$ cat src/rtl/btn_pulse_gen.sv
// Four debounced push-button channels with auto-repeat, paired-conflict
// suppression and an output enable. One FSM and counter per button.

module btn_pulse_chan #(
  parameter int DEB_CYCLES    = 50000,
  parameter int REPEAT_DELAY  = 250000,
  parameter int REPEAT_PERIOD = 100000,
  parameter int CW            = 18
) (
  input  logic clk,
  input  logic reset,
  input  logic btn_raw,
  output logic pulse
);
  typedef enum logic [2:0] {
    IDLE, PRESS_DEB, HELD_DELAY, HELD_REPEAT, REL_DEB
  } state_t;

  localparam logic [CW:0] DEB_W = (CW+1)'(DEB_CYCLES);
  localparam logic [CW:0] RD_W  = (CW+1)'(REPEAT_DELAY);
  localparam logic [CW:0] RP_W  = (CW+1)'(REPEAT_PERIOD);

  state_t          state_q, state_d;
  logic [CW-1:0]   cnt_q, cnt_d, cnt_inc;
  logic [CW:0]     cnt_ext, cnt_nxt;
  logic            sync1_q, sync1_d, sync2_q, sync2_d;

  always_ff @(posedge clk) begin
    if (reset) begin
      state_q <= IDLE;
      cnt_q   <= '0;
      sync1_q <= 1'b0;
      sync2_q <= 1'b0;
    end else begin
      state_q <= state_d;
      cnt_q   <= cnt_d;
      sync1_q <= sync1_d;
      sync2_q <= sync2_d;
    end
  end

  // Increment holds at all-ones so a stuck state can never wrap the count.
  assign cnt_inc = (&cnt_q) ? cnt_q : cnt_q + 1'b1;
  assign cnt_ext = {1'b0, cnt_q};
  assign cnt_nxt = cnt_ext + 1'b1;

  always_comb begin
    sync1_d = btn_raw;
    sync2_d = sync1_q;
    state_d = state_q;
    cnt_d   = cnt_q;
    pulse   = 1'b0;
    case (state_q)
      IDLE: begin
        if (sync2_q) begin
          state_d = PRESS_DEB;
          cnt_d   = CW'(1);
        end
      end
      PRESS_DEB: begin
        if (!sync2_q) begin
          state_d = IDLE;
          cnt_d   = '0;
        end else if (cnt_ext >= DEB_W) begin
          state_d = HELD_DELAY;
          cnt_d   = '0;
          pulse   = 1'b1;
        end else begin
          cnt_d = cnt_inc;
        end
      end
      HELD_DELAY: begin
        if (!sync2_q) begin
          state_d = REL_DEB;
          cnt_d   = CW'(1);
        end else if (cnt_nxt >= RD_W) begin
          state_d = HELD_REPEAT;
          cnt_d   = '0;
          pulse   = 1'b1;
        end else begin
          cnt_d = cnt_inc;
        end
      end
      HELD_REPEAT: begin
        if (!sync2_q) begin
          state_d = REL_DEB;
          cnt_d   = CW'(1);
        end else if (cnt_nxt >= RP_W) begin
          cnt_d = '0;
          pulse = 1'b1;
        end else begin
          cnt_d = cnt_inc;
        end
      end
      REL_DEB: begin
        // A bounce back high resumes repeating without an extra pulse.
        if (sync2_q) begin
          state_d = HELD_REPEAT;
          cnt_d   = '0;
        end else if (cnt_ext >= DEB_W) begin
          state_d = IDLE;
          cnt_d   = '0;
        end else begin
          cnt_d = cnt_inc;
        end
      end
      default: begin
        state_d = IDLE;
        cnt_d   = '0;
      end
    endcase
  end
endmodule

module btn_pulse_gen #(
  parameter int DEB_CYCLES    = 50000,
  parameter int REPEAT_DELAY  = 250000,
  parameter int REPEAT_PERIOD = 100000
) (
  input  logic clk,
  input  logic reset,
  input  logic en,
  input  logic btn_left_x,
  input  logic btn_right_x,
  input  logic btn_left_aim,
  input  logic btn_right_aim,
  output logic left_x,
  output logic right_x,
  output logic left_aim,
  output logic right_aim
);
  localparam int MAX_A = (DEB_CYCLES > REPEAT_DELAY) ? DEB_CYCLES : REPEAT_DELAY;
  localparam int MAX_P = (MAX_A > REPEAT_PERIOD) ? MAX_A : REPEAT_PERIOD;
  localparam int CW    = $clog2(MAX_P + 1);

  logic [3:0] raw, pulse;
  logic left_x_q, left_x_d, right_x_q, right_x_d;
  logic left_aim_q, left_aim_d, right_aim_q, right_aim_d;

  assign raw = {btn_right_aim, btn_left_aim, btn_right_x, btn_left_x};

  for (genvar i = 0; i < 4; i++) begin : g_chan
    btn_pulse_chan #(
      .DEB_CYCLES   (DEB_CYCLES),
      .REPEAT_DELAY (REPEAT_DELAY),
      .REPEAT_PERIOD(REPEAT_PERIOD),
      .CW           (CW)
    ) u_chan (
      .clk    (clk),
      .reset  (reset),
      .btn_raw(raw[i]),
      .pulse  (pulse[i])
    );
  end

  // Opposing pulses in the same cycle cancel; en masks without stalling the FSMs.
  always_comb begin
    left_x_d    = en & pulse[0] & ~pulse[1];
    right_x_d   = en & pulse[1] & ~pulse[0];
    left_aim_d  = en & pulse[2] & ~pulse[3];
    right_aim_d = en & pulse[3] & ~pulse[2];
  end

  always_ff @(posedge clk) begin
    if (reset) begin
      left_x_q    <= 1'b0;
      right_x_q   <= 1'b0;
      left_aim_q  <= 1'b0;
      right_aim_q <= 1'b0;
    end else begin
      left_x_q    <= left_x_d;
      right_x_q   <= right_x_d;
      left_aim_q  <= left_aim_d;
      right_aim_q <= right_aim_d;
    end
  end

  assign left_x    = left_x_q;
  assign right_x   = right_x_q;
  assign left_aim  = left_aim_q;
  assign right_aim = right_aim_q;
endmodule

$ cat config.mk
export PLATFORM = sky130hd
export DESIGN_NAME = btn_pulse_gen
export DESIGN_NICKNAME = d
export VERILOG_FILES = /design/src/rtl/btn_pulse_gen.sv
export SDC_FILE = /design/constraint.sdc
export NUM_CORES = 1
export LEC_CHECK = 0
export BUFFER_PORTS_ARGS = -buffer_cell sky130_fd_sc_hd__buf_2
export CAP_MARGIN = 10
export CELL_PAD_IN_SITES_DETAIL_PLACEMENT = 1
export CELL_PAD_IN_SITES_GLOBAL_PLACEMENT = 1
export CORE_UTILIZATION = 48
export CTS_CLUSTER_DIAMETER = 100
export DETAILED_ROUTE_END_ITERATION = 10
export GPL_ROUTABILITY_DRIVEN = 0
export PLACE_DENSITY = 0.87
export SLEW_MARGIN = 20
export SYNTH_ARGS = -nofsm -noshare
export SYNTH_HDL_FRONTEND = slang
export SYNTH_HIERARCHICAL = 1
export SYNTH_SLANG_ARGS = --single-unit
$ cat constraint.sdc
create_clock -name clk -period 3.3 [get_ports clk]
set_input_delay 0.33 -clock clk [delete_from_list [all_inputs] [get_ports clk]]
set_output_delay 0.33 -clock clk [all_outputs]
set_load 0.05 [all_outputs]
==> results of run 1 <==
[kinds of logic after synthesis]
kind of cell	share of synthesized area (%)
and+or+nand+nor	30.9
buffers and inverters	7.14
DFF	25.5
xor gates and xnor gates	3.02
AOI/OAI and AO/OA	29.2
adders and majority gates	1.86
muxes	2.31
[synth_stat cells, drive strengths merged, types with 10 or more instances]
library cell   n
nand2         98
and2          16
a21oi         58
clkbuf        44
mux2i         14
nor4          17
nand3         53
a21o          22
nor3          36
or4           10
or2           15
xnor2         15
dfxtp         96
inv           35
o21ai         86
o21a          10
nand4         34
buf           35
nor2b         24
nor2          51
or3           12
xor2          11
and3          28
a22o          21
nand2b        13
[flip-flops by register name, summed over array words and instances (netlist names)]
register	cells
g_chan.u_chan/sync1_q	4
right_aim	1
g_chan.u_chan/state_q	12
g_chan.u_chan/sync2_q	4
g_chan.u_chan/cnt_q	72
left_aim	1
left_x	1
right_x	1
[timing repair]
item,4_1_cts,5_1_grt
setup buffers,0,0
setup endpoints to repair,0,17
resized for setup,0,3
[path summary, 6_finish.rpt]
path                                                start                   endpoint  slack (ns)
worst max register to register  g_chan[2].u_chan/cnt_q[5]  g_chan[2].u_chan/cnt_q[7]        0.15
worst max-delay path            g_chan[2].u_chan/cnt_q[5]  g_chan[2].u_chan/cnt_q[7]        0.15
worst min register to register   g_chan[0].u_chan/sync1_q   g_chan[0].u_chan/sync2_q        0.44
worst min-delay path                         btn_left_aim   g_chan[2].u_chan/sync1_q        0.18
[area by class of cell]
type | instances | area (um^2) | share of cell area [%]
Timing Repair Buffer | 49 | 380 | 4.71
Sequential cell | 96 | 1920 | 23.8
Multi-Input combinational cell | 778 | 5090 | 63.0
Inverter | 35 | 131 | 1.63
Tap cell | 211 | 264 | 3.27
Clock buffer | 12 | 246 | 3.05
Clock inverter | 3 | 42.5 | 0.527
[where the power goes]
group	leakage [nW]	switching, mW	internal, mW	total [mW]
clock network	0.139	0.479	0.605	1.08
logic	2.13	0.867	0.657	1.52
registers	0.778	0.187	1.25	1.44
total	3.04	1.53	2.51	4.04
[routing by layer]
metal  global-route usage [%]  part of all wire, %
met3                     3.27                  3.4
met4                     11.1                  1.8
met1                     36.0                   46
met2                     48.5                   49
met5                        0                    0
==> reports/summary.log, run 1 <==
qor: clock_network.cts_sinks 96
qor: synth.netlist.top_cell.by_area dfxtp_1
qor: sta.hold-worst-slack 0.183 ns
qor: floorplan.fp.dieArea 16200 um^2
qor: synth.avgSynthCellArea 7.63 um^2
qor: clock_network.cts_tree done
qor: finish.layout-area-overhead-vs-synth 7.14%
qor: global_route.grt_pass1_wl 37.1 mm
qor: critical_path.kind_of_cell_adding_the_most_delay_to_the_critical_path compound AO/OA/AOI/OAI gates
qor: critical_path.timing.critical_path.fanout_max 10
qor: sta.setup_violations 0
qor: clock_network.cts.htree.levels 3
qor: route.drcViolationCount 0
qor: placement.hpwl_reported_at_the_end_of_detailed_placement 15.3 mm
qor: synth.post_synth_main_area_contributors dfxtp_1 26%, nand2_1 4.9%, o21ai_0 4.4%, a21oi_1 3.6%, nand3_1 3.5%
qor: critical_path.timing_worst_setup_path_type reg2reg
qor: synth.async_reset_ff_share 0%
qor: placement.detailedPlace.worstSlack 0.125 ns
qor: critical_path.crit_path_start_kind flop
qor: placement.placed_cell_area 7770 um^2
qor: route.1st_pass_router_iterations 4
qor: synth.synthDistinctLibCells 81
qor: critical_path.cpPeakStageDelay 0.51 ns
qor: global_route.total_track_usage 28.2%
qor: global_route.initial_antenna_violation_count 0
qor: synth.synth-warning-count 6
qor: sta.slew_headroom 51.5%
qor: synth.yosys_register_bits 96
qor: sta.finalClockSkew 0.00671 ns
qor: placement.port-buffer-count 10
qor: critical_path.critical_path_buf_inv_count 0
qor: route.detail_route.vias_per_cell 6.31
qor: clock_network.clkSlewWorstSetupHoldPaths 0.07 ns
qor: floorplan.design.portCount 11
qor: synth.post_synth_instance_area 7530 um^2
qor: synth.synth_cells 988
qor: pwr.leakagePower 3.04 nW
qor: pwr.fin_total_pwr 4.04 mW
qor: clock_network.clkLatencyLatePin 0.35 ns
qor: synth.synth-seq-area-share 25.5%
qor: route.postRouteWirelength 21.9 mm
qor: synth.net_count_synth 1003
qor: critical_path.r2r_cells 9
qor: min_path.hold_wc_path_type in2reg
qor: floorplan.number_of_placement_rows 45
qor: finish.diode_insertion_count_for_antenna_repair 0
qor: critical_path.critical-path-slowest-cell dfxtp_1
qor: critical_path.critical_path_cell_count 9
qor: global_route.grt_start_max_net_pins 37
qor: finish.layoutNonFillerInstCount 1184
qor: sta.slew_viol_final 0
qor: route.vias 7469
qor: floorplan.floorplan.initialDensity 49.4%
qor: sta.maxClockFrequency 0.317 GHz
qor: critical_path.data_required_time_of_the_critical_path 3.55 ns
qor: sta.max_slew.worst_pin.slew 0.725 ns
qor: pwr.irDropWorstVdd 465 uV
qor: finish.layout.cells.most_common_list 98 x nand2_1, 96 x dfxtp_1, 66 x o21ai_0
qor: route.final_antenna_net_count 0
qor: global_route.grt_pass1_vias 7521
qor: clock_network.cts_hold_buffers 0
qor: synth.ys.flop_type dfxtp_1
qor: clock_network.cts_root_buf clkbuf_16
qor: floorplan.chipHeight 127 um
qor: finish.fin_area 8070 um^2
qor: run_status.outcome completed
qor: clock_network.total_clock_buffers_created_by_cts 9
qor: sta.hold_violations 0
qor: synth.number_of_enable_flip_flop_cells_after_synthesis 0
qor: sta.finalSetupTns 0 ns
qor: finish.final_layout_size_suffix_gt1_share 13.7%
qor: finish.final_util 52.9%
qor: sta.post-route-worst-setup-slack 0.148 ns
qor: critical_path.timing.critical_path.mode_cell a31o_1
qor: finish.layout.nets 984
qor: pwr.power_per_cell_area 501 nW/um^2
qor: run.maxCapViolations 0
qor: global_route.globalRouteOverflowTotal 0
qor: sta.final_min_period 3.15 ns
qor: floorplan.horizontal_die_dimension 127 um
qor: min_path.hold_depth 2
qor: route.routed_wire_length_per_instance 18.5 um
qor: finish.layout.filler_cells 1881
qor: critical_path.timing.critical_path.cells and3_1, nand3_1, or4_1, a31o_1, o41ai_4, o221ai_2, a21o_1, a31o_1, a22o_1
qor: finish.mostFrequentLayoutCell nand2_1
qor: floorplan.core_region_area 15300 um^2
qor: clock_network.clockBufferDepth 2
qor: route.drt_iter0_markers 464
qor: sta.rsz_0062_raised_after_global_routing no
qor: sta.min_period_over_period 95.5%
qor: critical_path.endpoint_kind flop
qor: placement.dpl.cell_count 1169
qor: synth.yosysTopAreaCellShare 25.5%
qor: critical_path.critical_path_arrival 3.40 ns
Note: power is estimated with default switching activity, not from simulation.
==> inputs of run 2 (changes only) <==
--- a/config.mk
+++ b/config.mk
@@ -13,7 +13,8 @@
 export CTS_CLUSTER_DIAMETER = 100
 export DETAILED_ROUTE_END_ITERATION = 10
 export GPL_ROUTABILITY_DRIVEN = 0
-export PLACE_DENSITY = 0.87
+export GPL_TIMING_DRIVEN = 0
+export PLACE_DENSITY_LB_ADDON = 0.1
 export SLEW_MARGIN = 20
 export SYNTH_ARGS = -nofsm -noshare
 export SYNTH_HDL_FRONTEND = slang
==> reports/summary.log, run 2 (same netlist as run 1, synthesis figures left out) <==
qor: run_status.outcome completed
qor: finish.layoutNonFillerInstCount 1235 [+4.3%]
qor: critical_path.rrSetupSlack 0.12 ns [-0.03 ns]
qor: placement.hpwl_reported_at_the_end_of_detailed_placement 15.5 mm [+1.2%]
qor: global_route.initial_antenna_violation_count 1 [+1]
qor: finish.largest_registers g_chan.u_chan/cnt_q: 72 flops, g_chan.u_chan/state_q: 12 flops
qor: finish.final_util 55.1% [+2.2 points]
qor: pwr.power_per_cell_area 501 nW/um^2 [+0.10%]
qor: route.drcViolationCount 0 [unchanged]
qor: finish.register_area 1930 um^2 [+0.26%]
qor: pwr.irDropWorstVdd 312 uV [-33%]
qor: sta.finalClockSkew 0.0105 ns [+0.00378 ns]
qor: critical_path.crit_path_start_kind flop
qor: finish.layout.filler_cells 1918 [+2.0%]
qor: sta.max_slew.worst_pin.slew 1.03 ns [+0.306 ns]
qor: global_route.grt_pass1_vias 7322 [-2.6%]
qor: sta.finalSetupTns 0 ns [unchanged]
qor: finish.layout-area-overhead-vs-synth 11.7%
qor: sta.slew_viol_final 0 [unchanged]
qor: route.final_antenna_net_count 0 [unchanged]
qor: floorplan.horizontal_die_dimension 127 um [unchanged]
qor: global_route.total_track_usage 27.8% [-0.47 points]
qor: sta.min_period_over_period 96.3% [+0.78 points]
qor: route.routed_wire_length_per_instance 17.8 um [-4.1%]
qor: sta.maxClockFrequency 0.315 GHz [-0.81%]
qor: floorplan.design.portCount 11 [unchanged]
qor: sta.slew_headroom 30.6% [-21 points]
qor: pwr.leakagePower 3.21 nW [+5.4%]
qor: min_path.hold_wc_path_type in2reg
qor: sta.final_min_period 3.18 ns [+0.0256 ns]
qor: clock_network.clkSlewWorstSetupHoldPaths 0.07 ns [about the same]
qor: route.detail_route.vias_per_cell 6.14 [-2.7%]
qor: sta.setup_violations 0 [unchanged]
qor: critical_path.data_required_time_of_the_critical_path 3.56 ns [about the same]
qor: sta.hold_violations 0 [unchanged]
qor: route.1st_pass_router_iterations 4 [unchanged]
qor: floorplan.fp.dieArea 16200 um^2 [unchanged]
qor: finish.largest_register g_chan.u_chan/cnt_q
qor: critical_path.timing_worst_setup_path_type reg2reg
qor: clock_network.cts.htree.levels 3 [unchanged]
qor: critical_path.timing.critical_path.fanout_max 8 [-2]
qor: finish.layout.cells.most_common_list 98 x nand2_1, 92 x dfxtp_1, 66 x o21ai_0
qor: route.drt_iter0_markers 450 [-3.0%]
qor: global_route.grt_pass1_wl 36.4 mm [-1.8%]
qor: placement.port-buffer-count 10 [unchanged]
qor: route.postRouteWirelength 21.9 mm [about the same]
qor: clock_network.clkLatencyLatePin 0.36 ns [about the same]
qor: placement.dpl.cell_count 1209 [+3.4%]
qor: clock_network.cts_root_buf clkbuf_16
qor: critical_path.critical_path_arrival 3.44 ns [+0.04 ns]
qor: finish.layout.nets 1033 [+5.0%]
qor: finish.multi_input_comb_area 5210 um^2 [+2.4%]
qor: finish.mostFrequentLayoutCell nand2_1
qor: finish.final_layout_size_suffix_gt1_share 15.4% [+1.8 points]
qor: clock_network.cts_sinks 96 [unchanged]
qor: finish.largest_register_ff_count 72 [unchanged]
qor: global_route.globalRouteOverflowTotal 0 [unchanged]
qor: floorplan.number_of_placement_rows 45 [unchanged]
qor: route.vias 7579 [+1.5%]
qor: clock_network.cts_tree done
qor: floorplan.core_region_area 15300 um^2 [unchanged]
qor: floorplan.chipHeight 127 um [unchanged]
qor: clock_network.clockBufferDepth 2 [unchanged]
qor: floorplan.floorplan.initialDensity 49.4% [unchanged]
qor: critical_path.endpoint_kind flop
qor: global_route.grt_start_max_net_pins 18 [-51%]
qor: clock_network.total_clock_buffers_created_by_cts 9 [unchanged]
qor: run.maxCapViolations 0 [unchanged]
==> run 2: cell types whose count changed in the layout (fill, tap and decap cells not counted), sizes merged <==
| cell | delta |
|---|---|
| buf | +6 |
| bufinv | +1 |
| clkbuf | +43 |
| clkinvlp | -1 |
| diode | +1 |
| inv | +1 |
==> run 2: what timing repair did <==
item	in CTS	in global routing
setup buffers	0	9
resized for setup	10	25
hold buffers	0	0
setup endpoints to repair	39	75
endpoints found under the hold margin	0	0
pin swaps	0	9
gates cloned	0	0
==> run 2: final cells by class <==
type	count	area share (%)
diodes	1	0.0297
repair buffers	19	1.40
clock buffers	12	3.17
multi-input cells	778	61.9
plain buffers	79	5.03
inverters	35	1.56
flip-flops and latches	96	22.9
clock inverters	4	0.877
well taps	211	3.14
==> run 2: per-stage QoR <==
step           setup WS [ns]  power [mW]  instance area (um^2)  hold slack, ns
2_1_floorplan          0.409        2.58                  7530           0.414
4_1_cts               0.0106        4.19                  8230           0.166
3_3_place_gp          -0.136        2.91                  7850           0.415
6_report               0.122        4.22                  8410           0.174
3_5_place_dp          -0.199        2.95                  7850           0.428
5_1_grt              -0.0685        4.49                  8410           0.172
==> run 2: routing by layer <==
layer	up-vias	global-route usage (%)	share of wire, %
li1	3724	-	-
met5	-	0	0
met4	0	8.19	1.8
met3	33	4.86	2.7
met2	100	46.8	48
met1	3722	36.2	48
==> run 2: where the power goes <==
part	switching (mW)	total [mW]	leakage [nW]	internal, mW
combinational	0.982	1.66	2.26	0.677
clock	0.485	1.21	0.169	0.728
sequential	0.0945	1.35	0.779	1.25
total	1.56	4.22	3.21	2.66
==> run 2: critical path, cell delays in order, from the launching register on <==
cell      delay, ns
dfxtp_1        0.40
ha_1           0.17
clkbuf_4       0.20
nand4_4        0.17
or4_1          0.55
a31o_1         0.28
o41ai_4        0.39
o221ai_2       0.18
a21o_2         0.30
a31o_1         0.22
a22o_1         0.22
==> run 2: path summary, 6_finish.rpt <==
kind	start	end	cells after the start
setup / recovery	g_chan[2].u_chan/cnt_q[1]	g_chan[2].u_chan/cnt_q[7]	10
hold / removal	btn_left_aim	g_chan[2].u_chan/sync1_q	2
setup reg to reg	g_chan[2].u_chan/cnt_q[1]	g_chan[2].u_chan/cnt_q[7]	10
hold reg to reg	g_chan[3].u_chan/sync1_q	g_chan[3].u_chan/sync2_q	1
